File: src/rtl/uart_prog_loader.sv
// uart_prog_loader: parses framed packets from uart_rx and writes the payload into program RAM.
// Define PROG_LOADER_CHECKSUM_EN to require a trailing XOR checksum byte after the payload.
module uart_prog_loader #(
    parameter int unsigned          ADDR_W      = 16,
    parameter logic [7:0]           SYNC_BYTE   = 8'hA5,
    parameter int unsigned          TIMEOUT_W   = 20,
    parameter logic [TIMEOUT_W-1:0] TIMEOUT_CYC = TIMEOUT_W'(20'hFFFFF),
    parameter int unsigned          REBOOT_CYC  = 80
) (
    input  logic              clk_ram,
    input  logic              reset,
    input  logic [7:0]        rx_data,
    input  logic              rx_data_strobe,
    output logic [ADDR_W-1:0] waddr,
    output logic [7:0]        wdata,
    output logic              write_en,
    output logic              ask_for_ram,
    output logic              end_of_data,
    output logic              load_ok,
    output logic              load_err
);

    localparam int unsigned RB_W = (REBOOT_CYC > 2) ? $clog2(REBOOT_CYC) : 1;

    typedef enum logic [2:0] {
        S_IDLE, S_ADDR_H, S_ADDR_L, S_LEN_H, S_LEN_L, S_DATA, S_CHK, S_REBOOT
    } state_t;

`ifdef PROG_LOADER_CHECKSUM_EN
    localparam state_t S_AFTER = S_CHK;
`else
    localparam state_t S_AFTER = S_REBOOT;
`endif

    state_t                 state, state_nxt;
    logic [7:0]             addr_h, len_h;
    logic [ADDR_W-1:0]      ptr;
    logic [15:0]            rem;
    logic [TIMEOUT_W-1:0]   tmo;
    logic [RB_W-1:0]        rb_cnt;
    logic                   active, expired;
    logic                   wr_c, ok_c, err_c;

`ifdef PROG_LOADER_CHECKSUM_EN
    logic [7:0]             chk;
`endif

    assign active  = (state inside {S_ADDR_H, S_ADDR_L, S_LEN_H, S_LEN_L, S_DATA, S_CHK});
    // A strobe in the expiry cycle takes priority over the abort.
    assign expired = active && !rx_data_strobe && (tmo == '0);

    always_ff @(posedge clk_ram) begin
        if (reset) state <= S_IDLE;
        else       state <= state_nxt;
    end

    always_comb begin
        state_nxt = state;
        case (state)
            S_IDLE:   if (rx_data_strobe && rx_data == SYNC_BYTE) state_nxt = S_ADDR_H;
            S_ADDR_H: if (rx_data_strobe) state_nxt = S_ADDR_L;
            S_ADDR_L: if (rx_data_strobe) state_nxt = S_LEN_H;
            S_LEN_H:  if (rx_data_strobe) state_nxt = S_LEN_L;
            S_LEN_L:  if (rx_data_strobe)
                          state_nxt = ({len_h, rx_data} == 16'd0) ? S_AFTER : S_DATA;
            S_DATA:   if (rx_data_strobe && rem == 16'd1) state_nxt = S_AFTER;
`ifdef PROG_LOADER_CHECKSUM_EN
            S_CHK:    if (rx_data_strobe) state_nxt = (rx_data == chk) ? S_REBOOT : S_IDLE;
`endif
            S_REBOOT: if (rb_cnt == '0) state_nxt = S_IDLE;
            default:  state_nxt = S_IDLE;
        endcase
        if (expired) state_nxt = S_IDLE;
    end

    // Event pulses, derived from the transition about to happen.
    always_comb begin
        wr_c  = 1'b0;
        ok_c  = 1'b0;
        err_c = 1'b0;
        wr_c  = (state == S_DATA) && rx_data_strobe;
        ok_c  = (state != S_REBOOT) && (state_nxt == S_REBOOT);
        err_c = active && (state_nxt == S_IDLE);
    end

    always_ff @(posedge clk_ram) begin
        if (reset) begin
            waddr       <= '0;
            wdata       <= '0;
            write_en    <= 1'b0;
            ask_for_ram <= 1'b0;
            end_of_data <= 1'b0;
            load_ok     <= 1'b0;
            load_err    <= 1'b0;
            addr_h      <= '0;
            len_h       <= '0;
            ptr         <= '0;
            rem         <= '0;
            tmo         <= '0;
            rb_cnt      <= '0;
        end else begin
            write_en    <= wr_c;
            load_ok     <= ok_c;
            load_err    <= err_c;
            ask_for_ram <= (state_nxt inside {S_ADDR_H, S_ADDR_L, S_LEN_H, S_LEN_L, S_DATA, S_CHK});
            end_of_data <= (state_nxt == S_REBOOT);

            if (rx_data_strobe)          tmo <= TIMEOUT_CYC;
            else if (active && tmo != '0) tmo <= tmo - TIMEOUT_W'(1);

            if (rx_data_strobe) begin
                case (state)
                    S_ADDR_H: addr_h <= rx_data;
                    S_ADDR_L: ptr    <= ADDR_W'({addr_h, rx_data});
                    S_LEN_H:  len_h  <= rx_data;
                    S_LEN_L:  rem    <= {len_h, rx_data};
                    S_DATA: begin
                        waddr <= ptr;
                        wdata <= rx_data;
                        ptr   <= ptr + ADDR_W'(1);
                        rem   <= rem - 16'd1;
                    end
                    default: ;
                endcase
            end

            // Reboot window length: REBOOT_CYC cycles spent in S_REBOOT.
            if (ok_c)                                 rb_cnt <= RB_W'(REBOOT_CYC - 1);
            else if (state == S_REBOOT && rb_cnt != '0) rb_cnt <= rb_cnt - RB_W'(1);
        end
    end

`ifdef PROG_LOADER_CHECKSUM_EN
    always_ff @(posedge clk_ram) begin
        if (reset)
            chk <= '0;
        else if (rx_data_strobe && state == S_IDLE)
            chk <= '0;
        else if (rx_data_strobe && state == S_DATA)
            chk <= chk ^ rx_data;
    end
`endif

endmodule

File: config.mk
export PLATFORM = sky130hd
export DESIGN_NAME = uart_prog_loader
export DESIGN_NICKNAME = d
export VERILOG_FILES = /design/src/rtl/uart_prog_loader.sv
export SDC_FILE = /design/constraint.sdc
export NUM_CORES = 1
export LEC_CHECK = 0
export ABC_AREA = 1
export CAP_MARGIN = 20
export CORE_ASPECT_RATIO = 1.25
export CORE_MARGIN = 2
export CORE_UTILIZATION = 55
export CTS_CLUSTER_SIZE = 30
export DETAILED_ROUTE_END_ITERATION = 10
export GPL_TIMING_DRIVEN = 1
export PLACE_DENSITY = 0.75
export SETUP_SLACK_MARGIN = 0.15
export SYNTH_ARGS = -nofsm -noshare
export SYNTH_HDL_FRONTEND = slang
export SYNTH_SLANG_ARGS = --single-unit
File: constraint.sdc
create_clock -name clk_ram -period 3.1 [get_ports clk_ram]
set_input_delay 0.62 -clock clk_ram [delete_from_list [all_inputs] [get_ports clk_ram]]
set_output_delay 0.62 -clock clk_ram [all_outputs]
set_load 0.02 [all_outputs]
* Yosys cells after proc, flatten, opt, wreduce, memory -nomap -nowiden
Index checks and enable logic that the tools add are counted.
** Storage, ports and cells
- Register bits :: 107
- Input bits :: 11
- Output and inout bits :: 29
** Operators by class
- Add/subtract/negate cells :: 4
- Equal/unequal tests :: 17
- Mux-type cells :: 16
- Reduce and logical (&&, ||, !) cells :: 29
** Operators by type and width (number)
- 16-bit case mux with 2 select lines :: 2
- 20-bit two-way mux :: 2
- 3-bit == test, second input constant :: 8
- 3-bit two-way mux :: 8
- 3-bit case mux with 7 select lines :: 1
- 20-bit zero test :: 1
- 20-bit nonzero test :: 1
- 20-bit by 1-bit subtractor with 20-bit output, second input constant :: 1
- 16-bit by 1-bit adder with 16-bit output, second input constant :: 1
- 16-bit by 1-bit == test with 1-bit output, second input constant :: 1
- 16-bit zero test :: 1
- 16-bit by 1-bit subtractor with 16-bit output, second input constant :: 1
- 7-bit two-way mux :: 2
- 3-bit by 2-bit == test with 1-bit output, second input constant :: 4
- 6-bit nonzero test :: 2
- 2-bit AND reduction :: 5
- 1-bit logical AND :: 9
- 8-bit == test, second input constant :: 1
- 2-bit nonzero test :: 4
- 7-bit zero test :: 1
- 7-bit nonzero test :: 1
- 7-bit by 1-bit subtractor with 7-bit output, second input constant :: 1
- 3-bit by 1-bit == test with 1-bit output, second input constant :: 2
- 3-bit zero test :: 2
- 4 further kinds :: 4

* Logic depth before layout (Yosys ltp)
- Depth in word-level cells :: 8
- Mapped depth :: 12

* Worst setup path before layout
No wires, ideal clock.
- Path type :: reg2reg
- Start point :: register tmo[0]
- End point :: register tmo[10]
- Library setup time :: 0.132 ns
- Arrival :: 1.510 ns
- Data required time :: 2.968 ns
- Slack :: 1.458 ns
- Cell stages (with the launch flop) :: 11
- Period minus slack after synthesis :: 1.642 ns
- Cells stage by stage :: dfxtp_1 inv_1 ha_1 nand2_2 nor2_4 nand3_2 nand2_4 nand2_4 buf_2 o21ai_0 a21oi_1
** Between the ends
- Cells in the longest elaborated chain, start to end :: 3
- Elaborated cells on any way between the ends :: 6
- Those cells by class :: 1 x add/sub; 2 x mux; 3 x reduce/logical
** RTL lines
- from (decl) :: RTL line 39 : logic [TIMEOUT_W-1:0] tmo;
- from (signal assigned) :: RTL line 109 : else if (active && tmo != '0) tmo <= tmo - TIMEOUT_W'(1);
- 20-bit by 1-bit subtractor with 20-bit output / 20-bit nonzero test (equally long branches) :: RTL line 109
- 20-bit two-way mux / 1-bit logical AND (equally long branches) :: RTL line 109
- 20-bit two-way mux / 2-bit nonzero test (equally long branches)
Parallel ways exist; a longest one is shown, timed or not. The select of a mux whose other input is x is not followed.
A chain may end at the register's enable or synchronous reset.

* Worst setup path in the final report
- Start point :: input port rx_data_strobe
- End point :: register ptr[14]
** Between the ends
- Cells in the longest elaborated chain, start to end :: 1
** RTL lines
- from (decl) :: RTL line 13 : input logic rx_data_strobe,
- 2-bit AND reduction (no line)
- to (signal assigned) :: RTL line 114 : S_ADDR_L: ptr <= ADDR_W'({addr_h, rx_data});
- to (signal assigned) :: RTL line 120 : ptr <= ptr + ADDR_W'(1);
- to (decl) :: RTL line 37 : logic [ADDR_W-1:0] ptr;
No other way between the ends.

==> out/qor.txt <==
DR pass1 iterations: 5
clk buf depth: 2
class of the worst hold path: register to register
Synth Net Count: 862
vias: 5408
syn avg cell area: 6.66 um^2
Leakage: 2.69 nW
CTS tree: done
fillers: 930
n_diodes: 0
row cnt: 41
post-layout minimum cycle time: 2230 ps
gpl congestion: 0.898
crit-path max FO: 17
Setup Viol. Count Final: 0
synthesized cell area: 5620 um^2
Synth warnings: 0
share of layout cells above drive strength 1: 0.0685
Initial Util: 0.562
area leader, netlist: dfxtp_1
Post-CTS Hold Buffers: 0
Slew HR: 0.638
placed cell count: 989
most frequent cells in the layout: nand2_1 (160), nor2_1 (118), dfxtp_1 (107)
CTS HTree Levels: 3
Worst EP required: 3380 ps
Worst setup EP type: register
Clock Latency Late Sink: 350 ps
clk root buf: clkbuf_16
final worst-path cycle share: 0.721
Max-Cap Viols: 0
kind of critical path: input port to register
Final Skew: 9.28 ps
# DRC: 0
Finished Layout Cells: 1005
Max Slew Vio Count: 0
DP Area: 6080 um^2
Hold Fails Final Rpt: 0
Slew @ Worst Pin: 543 ps
Reg clk slew, reported paths: 80 ps
Final Power: 0.00285 W
die area: 11100 um^2
initial antenna violation count: 0
Distinct cells, synth: 34
CP startpoint kind: input port
antenna-violating nets left: 0
pin count of the biggest net entering global routing: 61
area share of the largest cell type after synthesis: 0.381
io pins: 40
Routed WL: 14.0 mm
Mapped Cells: 845
first-pass GRT wire length: 23.1 mm
Die H: 117 um
Synth Register Bits: 107
Core Area: 10000 um^2
vias per cell: 5.38
Nets: 888
post-cts sizing count: 0
fmax: 447 MHz
Final WS setup: 865 ps
commonest non-fill, non-tap cell in the layout: nand2_1
routed len/inst: 13.9 um
RSZ-0062 raised after global routing: false
buffer count from post-CTS setup fixing: 0
die width: 94.4 um
pre-CTS WS: 517 ps
Crit path arrival time: 2510 ps
GRT overflow: 0
Initial DRC Count: 313
vias in the first global route: 5122
IO Port Bufs: 39
leading post-synthesis cells by cell area: dfxtp_1 (38%), nand2_1 (11%), a21oi_1 (8.8%), o21ai_0 (8.3%), nor2_1 (7.9%)
maximum vdd drop: 273 uV
total CTS buffers: 9
post-route cell area: 6400 um^2
DP Wirelength: 10.0 mm
Fin Setup TNS: 0 ps
outcome: complete, no violations
CTS sink cnt: 107
Area Growth Syn to Fin: 13.8%
PD cells: 446 nW/um^2
total global-route track usage: 0.267
register area share after synthesis: 0.381
## logic make-up (layout without fill, tap and decap cells)
kind of cell / Yosys count / count (layout) / share of synthesized area
buf+inv: 145 / 176 / 0.103
fa+ha+maj: 6 / 6 / 0.0133
compound gates: 202 / 202 / 0.186
simple gates: 359 / 359 / 0.277
xor+xnor: 26 / 26 / 0.0405
flops: 107 / 107 / 0.381
## where the power goes
| group | switching (W) | internal (W) | total (W) |
|---|---|---|---|
| clock | 0.000563 | 0.000650 | 0.00121 |
| combinational | 0.000146 | 0.0000761 | 0.000222 |
| sequential | 0.0000247 | 0.00139 | 0.00142 |
## state kept, by name (all words and copies together), names as in the netlist, 3 cells and up
name and cells:
addr_h 8, len_h 8, ptr 16, rb_cnt 7, rem 16, state 3
tmo 20, waddr 16, wdata 8
## cell type report
class                      count  area [um^2]  area share
inverter                     114          437      0.0682
tap                          129          161      0.0252
clock buffer                   9          225      0.0352
multi-input combinational    593         2900       0.453
sequential                   107         2140       0.335
clock inverter                 7         92.6      0.0145
timing repair buffer          46          443      0.0692
## routing by layer
metal,track usage,part of all wire,vias up
li1,-,-,2766
met1,0.297,0.40,2465
met2,0.487,0.53,136
met3,0.0320,0.032,41
met4,0.158,0.035,0
met5,0,0,-
## worst paths after layout
check                 startpoint  slack (ps)       end  cells after the start
hold / removal          wdata[7]         450  wdata[7]                      2
setup reg to reg          tmo[0]        1100    tmo[7]                     10
hold reg to reg         wdata[7]         450  wdata[7]                      2
setup / recovery  rx_data_strobe         870   ptr[14]                      7
## per-stage QoR
step / hold WS [ps] / util
4_1_cts: 450 / 0.640
6_report: 447 / 0.640
2_1_floorplan: 430 / -
3_3_place_gp: 433 / 0.608
3_5_place_dp: 438 / 0.608
5_1_grt: 468 / 0.640
## worst max-delay path, stage by stage
cell	delay, ps
clkdlybuf4s50_1	630
inv_2	180
o21ai_4	430
inv_2	230
a21oi_1	200
nand2_1	80
a21oi_1	140
## synth_stat cells (all sizes together)
library cell,number
nor2,127
nand3b,2
clkinv,1
clkbuf,18
a211oi,2
nand4,9
xor2,16
a31oi,1
buf,13
a21oi,99
nor3,9
o21ai,94
nand2,168
ha,6
dfxtp,107
o211ai,6
inv,113
nand3,43
xnor2,10
or2,1
Power figures use the tool's default switching activity.
